## src/rtl/mem_arbiter.sv

```systemverilog
// Two-port (CPU / game-I/O) arbiter onto a single clocked RAM; ARB_ROUND_ROBIN_EN selects round-robin tie-break.
// Latency: req seen in IDLE -> registered RAM strobe next cycle -> ack (with read data) the cycle after.
// Backpressure: requesters hold req until their one-cycle ack; the loser of a tie waits and is granted from CAPTURE.
module mem_arbiter #(
    parameter int WIDTH         = 16,
    parameter int RAM_ADDR_BITS = 16
) (
    input  logic                     clk,
    input  logic                     reset,
    input  logic                     cpu_req,
    input  logic                     cpu_we,
    input  logic [RAM_ADDR_BITS-1:0] cpu_adr,
    input  logic [WIDTH-1:0]         cpu_wdata,
    output logic                     cpu_ack,
    output logic [WIDTH-1:0]         cpu_rdata,
    input  logic                     io_req,
    input  logic                     io_we,
    input  logic [RAM_ADDR_BITS-1:0] io_adr,
    input  logic [WIDTH-1:0]         io_wdata,
    output logic                     io_ack,
    output logic [WIDTH-1:0]         io_rdata,
    output logic                     mem_en,
    output logic                     mem_write,
    output logic                     mem_read,
    output logic [RAM_ADDR_BITS-1:0] mem_adr,
    output logic [WIDTH-1:0]         mem_wdata,
    input  logic [WIDTH-1:0]         mem_rdata,
    output logic                     busy
);

    typedef enum logic [1:0] {IDLE, ISSUE, CAPTURE} state_t;

    state_t                     state, state_nxt;
    logic                       owner_io;
    logic                       grant, grant_io;
    logic                       tie_to_io;
    logic                       sel_we;
    logic [RAM_ADDR_BITS-1:0]   sel_adr;
    logic [WIDTH-1:0]           sel_wdata;

    // owner_io holds the most recent grant, so it also serves as last_owner.
`ifdef ARB_ROUND_ROBIN_EN
    assign tie_to_io = !owner_io;
`else
    assign tie_to_io = 1'b0;
`endif

    always_ff @(posedge clk) begin
        if (!reset) begin
            state <= IDLE;
        end else begin
            state <= state_nxt;
        end
    end

    always_comb begin
        state_nxt = state;
        grant     = 1'b0;
        grant_io  = 1'b0;
        case (state)
            IDLE: begin
                if (cpu_req || io_req) begin
                    grant     = 1'b1;
                    grant_io  = io_req && (!cpu_req || tie_to_io);
                    state_nxt = ISSUE;
                end
            end
            ISSUE: begin
                state_nxt = CAPTURE;
            end
            CAPTURE: begin
                // Only the non-owner may be granted back-to-back.
                grant     = owner_io ? cpu_req : io_req;
                grant_io  = !owner_io;
                state_nxt = grant ? ISSUE : IDLE;
            end
            default: begin
                state_nxt = IDLE;
            end
        endcase
        if (!reset) begin
            state_nxt = IDLE;
            grant     = 1'b0;
            grant_io  = 1'b0;
        end
    end

    assign sel_we    = grant_io ? io_we    : cpu_we;
    assign sel_adr   = grant_io ? io_adr   : cpu_adr;
    assign sel_wdata = grant_io ? io_wdata : cpu_wdata;

    // RAM strobes are registered at grant, so they are live exactly during ISSUE.
    always_ff @(posedge clk) begin
        if (!reset) begin
            mem_en    <= 1'b0;
            mem_write <= 1'b0;
            mem_read  <= 1'b0;
            mem_adr   <= '0;
            mem_wdata <= '0;
            owner_io  <= 1'b1;
        end else begin
            mem_en    <= grant;
            mem_write <= grant && sel_we;
            mem_read  <= grant && !sel_we;
            if (grant) begin
                owner_io  <= grant_io;
                mem_adr   <= sel_adr;
                mem_wdata <= sel_wdata;
            end
        end
    end

    always_comb begin
        busy      = (state != IDLE);
        cpu_ack   = 1'b0;
        io_ack    = 1'b0;
        cpu_rdata = '0;
        io_rdata  = '0;
        if (state == CAPTURE) begin
            if (owner_io) begin
                io_ack   = 1'b1;
                io_rdata = mem_rdata;
            end else begin
                cpu_ack   = 1'b1;
                cpu_rdata = mem_rdata;
            end
        end
    end

endmodule

```

## config.mk

```make
export PLATFORM = sky130hd
export DESIGN_NAME = mem_arbiter
export DESIGN_NICKNAME = d
export VERILOG_FILES = /design/src/rtl/mem_arbiter.sv
export SDC_FILE = /design/constraint.sdc
export NUM_CORES = 1
export LEC_CHECK = 0
export CAP_MARGIN = 20
export CORE_MARGIN = 2
export CORE_UTILIZATION = 30
export DETAILED_ROUTE_END_ITERATION = 6
export GPL_TIMING_DRIVEN = 1
export PLACE_DENSITY = 0.72
export SLEW_MARGIN = 15
export SYNTH_ARGS = -nofsm -noshare
export SYNTH_HDL_FRONTEND = slang
export SYNTH_SLANG_ARGS = --single-unit
```

## constraint.sdc

```tcl
create_clock -name clk -period 2.5 [get_ports clk]
set_clock_uncertainty 0.1 [all_clocks]
set_input_delay 0.5 -clock clk [delete_from_list [all_inputs] [get_ports clk]]
set_output_delay 0.5 -clock clk [all_outputs]
set_load 0.05 [all_outputs]
```

Word level (Yosys, flattened, before mapping)
Cells that the tools add are included.
{"block": "op_classes", "eq_ne": 3, "mux": 21, "n_reduce_logical": 9}
{"operator": "16-bit two-way mux", "count": 6}
{"operator": "1-bit two-way mux", "count": 11}
{"operator": "2-bit case mux with 3 select lines", "count": 1}
{"operator": "1-bit case mux with 2 select lines", "count": 2}
{"operator": "1-bit logical AND", "count": 3}
{"operator": "1-bit zero test", "count": 3}
{"operator": "2-bit by 1-bit equality test with 1-bit output, second input constant", "count": 1}
{"operator": "2-bit equality test, second input constant", "count": 1}
{"operator": "2-bit zero test", "count": 1}
{"operator": "2-bit two-way mux", "count": 1}
{"operator": "2-bit inequality test, second input constant", "count": 1}
{"operator": "2-bit nonzero test", "count": 1}
{"operator": "1-bit logical OR", "count": 1}
{"block": "totals", "reg_bits": 38, "wordCells": 40}

Logic depth before layout (Yosys ltp)
{"block": "depth", "depth_word": 8, "depth_mapped": 7, "ltp_nobuf": 4}

Worst setup path before layout
OpenSTA, ideal clock, no wires.
{"block": "synth_timing", "path_type": "reg2out", "from": "reg state[1]", "to": "out io_rdata[10]", "t_arrival_ps": 1900, "required_time_ps": 1900, "setup_slack_ps": 0, "stages_incl_launch_ff": 6, "n_path_buf": 2, "cell_sequence": "dfxtp_1 buf_2 nand2_1 nor2_1 clkbuf_1 and2_1"}
{"block": "synth_via", "elab_chain_cells": 2}
{"item": "from (decl)", "line_no": "33", "text": "state_t state, state_nxt;"}
{"item": "from (signal assigned)", "line_no": "52", "text": "state <= state_nxt;"}
{"item": "2-bit equality test", "line_no": "119", "text": "if (state == CAPTURE) begin"}
{"item": "16-bit two-way mux", "line_no": "119"}
{"item": "to (decl)", "line_no": "21", "text": "output logic [WIDTH-1:0] io_rdata,"}
Every way passes these cells.

Worst setup path in the final report
{"block": "layout_timing", "from": "reg owner_io", "to": "out io_rdata[2]"}
{"block": "layout_via", "elab_chain_cells": 2}
{"item": "from (decl)", "line_no": "34", "text": "logic owner_io;"}
{"item": "from (signal assigned)", "line_no": "106", "text": "owner_io <= grant_io;"}
{"item": "16-bit two-way mux", "line_no": "120", "text": "if (owner_io) begin"}
{"item": "16-bit two-way mux", "line_no": "119"}
Every way passes these cells.

==> results by group <==
Timing
  – Hold slack final: 0.401 ns
  – Slew @ Worst Pin: 0.533 ns
  – Hold Violations, Final: 0
  – Fin. max-slew vios: 0
  – Fin crit period: 2.21 ns
  – Slew headroom: 0.644
  – F_max: 453 MHz
  – Total negative slack: 0 ns
  – Endpoints failing setup: 0
  – Fin crit share: 0.882
  – Unrepaired setup endpoints after global routing: false

Status
  – Outcome: completed

Yosys
  – Synth warnings: 0
  – Post-Synthesis Cells: 358
  – Register area share after synthesis: 0.287
  – Syn_area_per_cell: 7.41 um2
  – Mapped Area: 2650 um2
  – Post-synthesis cell type count: 27
  – Flops & latches, synth: 38
  – Syn nets: 444

CTS
  – Post-CTS sizing: 0
  – Clock transition time at the flip-flop clock pins of the worst setup and hold paths: 0.07 ns
  – CTS tree: built
  – # hold bufs at CTS: 0
  – Maximum clock path buffer count: 2
  – Root Buffer Master: clkbuf_8
  – Clock sink count: 38
  – Insertion delay to the later sink of the worst-skew pair: 0.29 ns
  – Setup Buffers After CTS: 0
  – Cts bufs inserted: 5
  – H-Tree Depth: 2

GRT
  – First-pass GRT wire length: 15200 um
  – Largest net degree at the start of global routing: 38
  – Vias in the first global route: 3095
  – Total track usage: 0.194
  – Total gr overflow: 0
  – Initial antenna violation count: 0

Job
  – Max-cap check violation count: 0

Layout
  – Non-filler instance count after layout: 607
  – Antenna Cells: 0
  – Synthesis-to-layout area growth: 77.7%
  – Fin area: 4720 um2
  – FILL cells: 795
  – Multi-input logic area: 1580 um2
  – Commonest non-fill, non-tap cell in the layout: clkdlybuf4s50_1
  – Nets: 584
  – Layout cell share with drive strength beyond 1: 0.130
  – Most frequent cells in the layout: 119 x clkdlybuf4s50_1, 37 x dfxtp_1, 36 x nor2_1
  – Reg area: 762 um2

Routing
  – Wirelength, routed: 9680 um
  – Highest routed layer: met4
  – Post-DR vias/cell: 5.20
  – Met3 wire length: 753 um
  – M1 wire length: 3990 um
  – Vias: 3159
  – Initial DRC Count: 155
  – Routed Antenna Nets: 0
  – Drt wl/cell: 15.9 um
  – DR WL met2: 4820 um
  – DRC violations left: 0
  – Pre-Repair DR Iteration Count: 4

Pwr
  – Pwr Density: 448 nW/um2
  – Final Power: 2.11 mW
  – Leak Pwr: 2.00 nW
  – Peak VDD IR: 246 uV

Setup path
  – Worst EP arrival: 1.61 ns
  – CP endpoint kind: output port
  – Data required, critical path: 1.90 ns
  – WS Path Type: flip-flop to output port
  – CP Launch Type: flip-flop
  – Critical path peak fanout: 17

Placed design
  – Placed Instances: 599
  – RePlAce Congestion: 0.833
  – IO buf count: 155
  – Post-DP HPWL: 6960 um
  – Dpl cell area: 4620 um2

Floorplanning
  – Rows: 34
  – Die Y-Extent: 98.1 um
  – I/O pin count: 156
  – Core ar.: 8640 um2
  – Initial core utilization: 0.307
  – Die Area: 9610 um2
  – Die Wd: 98.1 um

Hold path
  – HP Class: flip-flop to flip-flop
## power breakdown
| part | internal [mW] | leakage, nW | switching, mW |
|---|---|---|---|
| clock | 0.223 | 0.0482 | 0.231 |
| combinational | 0.417 | 1.63 | 0.528 |
| sequential | 0.671 | 0.315 | 0.0426 |
| total | 1.31 | 2.00 | 0.801 |
## per-layer routing
layer	track usage	vias up
li1	-	1522
met1	0.234	1469
met2	0.341	157
met3	0.0429	11
met4	0.0609	0
met5	0	-
## state kept, by name (all words and copies together), names as in the netlist
name and count:
mem_adr 16, mem_wdata 16, state 2, mem_en 1, mem_read 1, mem_write 1
owner_io 1
## worst max-delay path, stage by stage (launching register included)
cell and delay [ns]:
dfxtp_1 0.35, buf_4 0.24, nand2_1 0.07, nor2_1 0.08, buf_4 0.20, and2_1 0.21, buf_12 0.15
## Yosys cell counts
cell,n,area share
a21o_1,32,0.091
nand2_1,4,0.0057
nand2b_1,34,0.080
o22ai_1,1,0.0024
dfxtp_1,38,0.29
buf_4,1,0.0028
buf_2,14,0.026
clkbuf_1,17,0.024
and2_1,35,0.083
o31ai_2,1,0.0047
buf_1,2,0.0028
inv_1,33,0.047
a211oi_4,1,0.0075
a21oi_2,1,0.0033
o21ai_1,10,0.019
buf_6,4,0.017
and3b_1,1,0.0033
or2_1,1,0.0024
or3b_1,1,0.0033
a221oi_1,32,0.11
mux2i_1,1,0.0038
o21ai_0,22,0.041
nor2b_1,2,0.0047
clkbuf_2,1,0.0019
nor2_1,36,0.051
a31oi_1,32,0.075
mux2i_2,1,0.0052
## layout make-up
cell class,count,area share
timing repair buffer,172,0.429
tap,108,0.0287
clock buffer,7,0.0183
sequential,38,0.162
inverter,33,0.0263
clock inverter,1,0.00106
multi-input combinational,248,0.335
## through the flow
step	utilization	setup WS (ns)
3_5_place_dp	0.535	0.310
2_1_floorplan	-	0.204
4_1_cts	0.546	0.267
5_1_grt	0.546	0.183
6_report	0.546	0.294
3_3_place_gp	0.535	0.338
## logic make-up (layout without fill, tap and decap cells)
| logic type | after synthesis | in the layout | synth area share |
|---|---|---|---|
| buf+inv | 72 | 213 | 0.122 |
| mux | 2 | 2 | 0.00896 |
| flops | 38 | 38 | 0.287 |
| compound gates | 132 | 132 | 0.350 |
| simple gates | 114 | 114 | 0.233 |
## path summary, 6_finish.rpt
path | cells past startpoint | start | end | slack, ns
hold reg to reg | 2 | mem_adr[12]$_SDFFE_PN0P_ | mem_adr[12]$_SDFFE_PN0P_ | 0.40
setup reg to reg | 6 | state[1]$_SDFFE_PN0P_ | mem_adr[3]$_SDFFE_PN0P_ | 0.47
hold / removal | 2 | mem_adr[12]$_SDFFE_PN0P_ | mem_adr[12]$_SDFFE_PN0P_ | 0.40
setup / recovery | 6 | owner_io$_SDFFE_PN1P_ | io_rdata[2] | 0.29
Power figures use the tool's default switching activity.
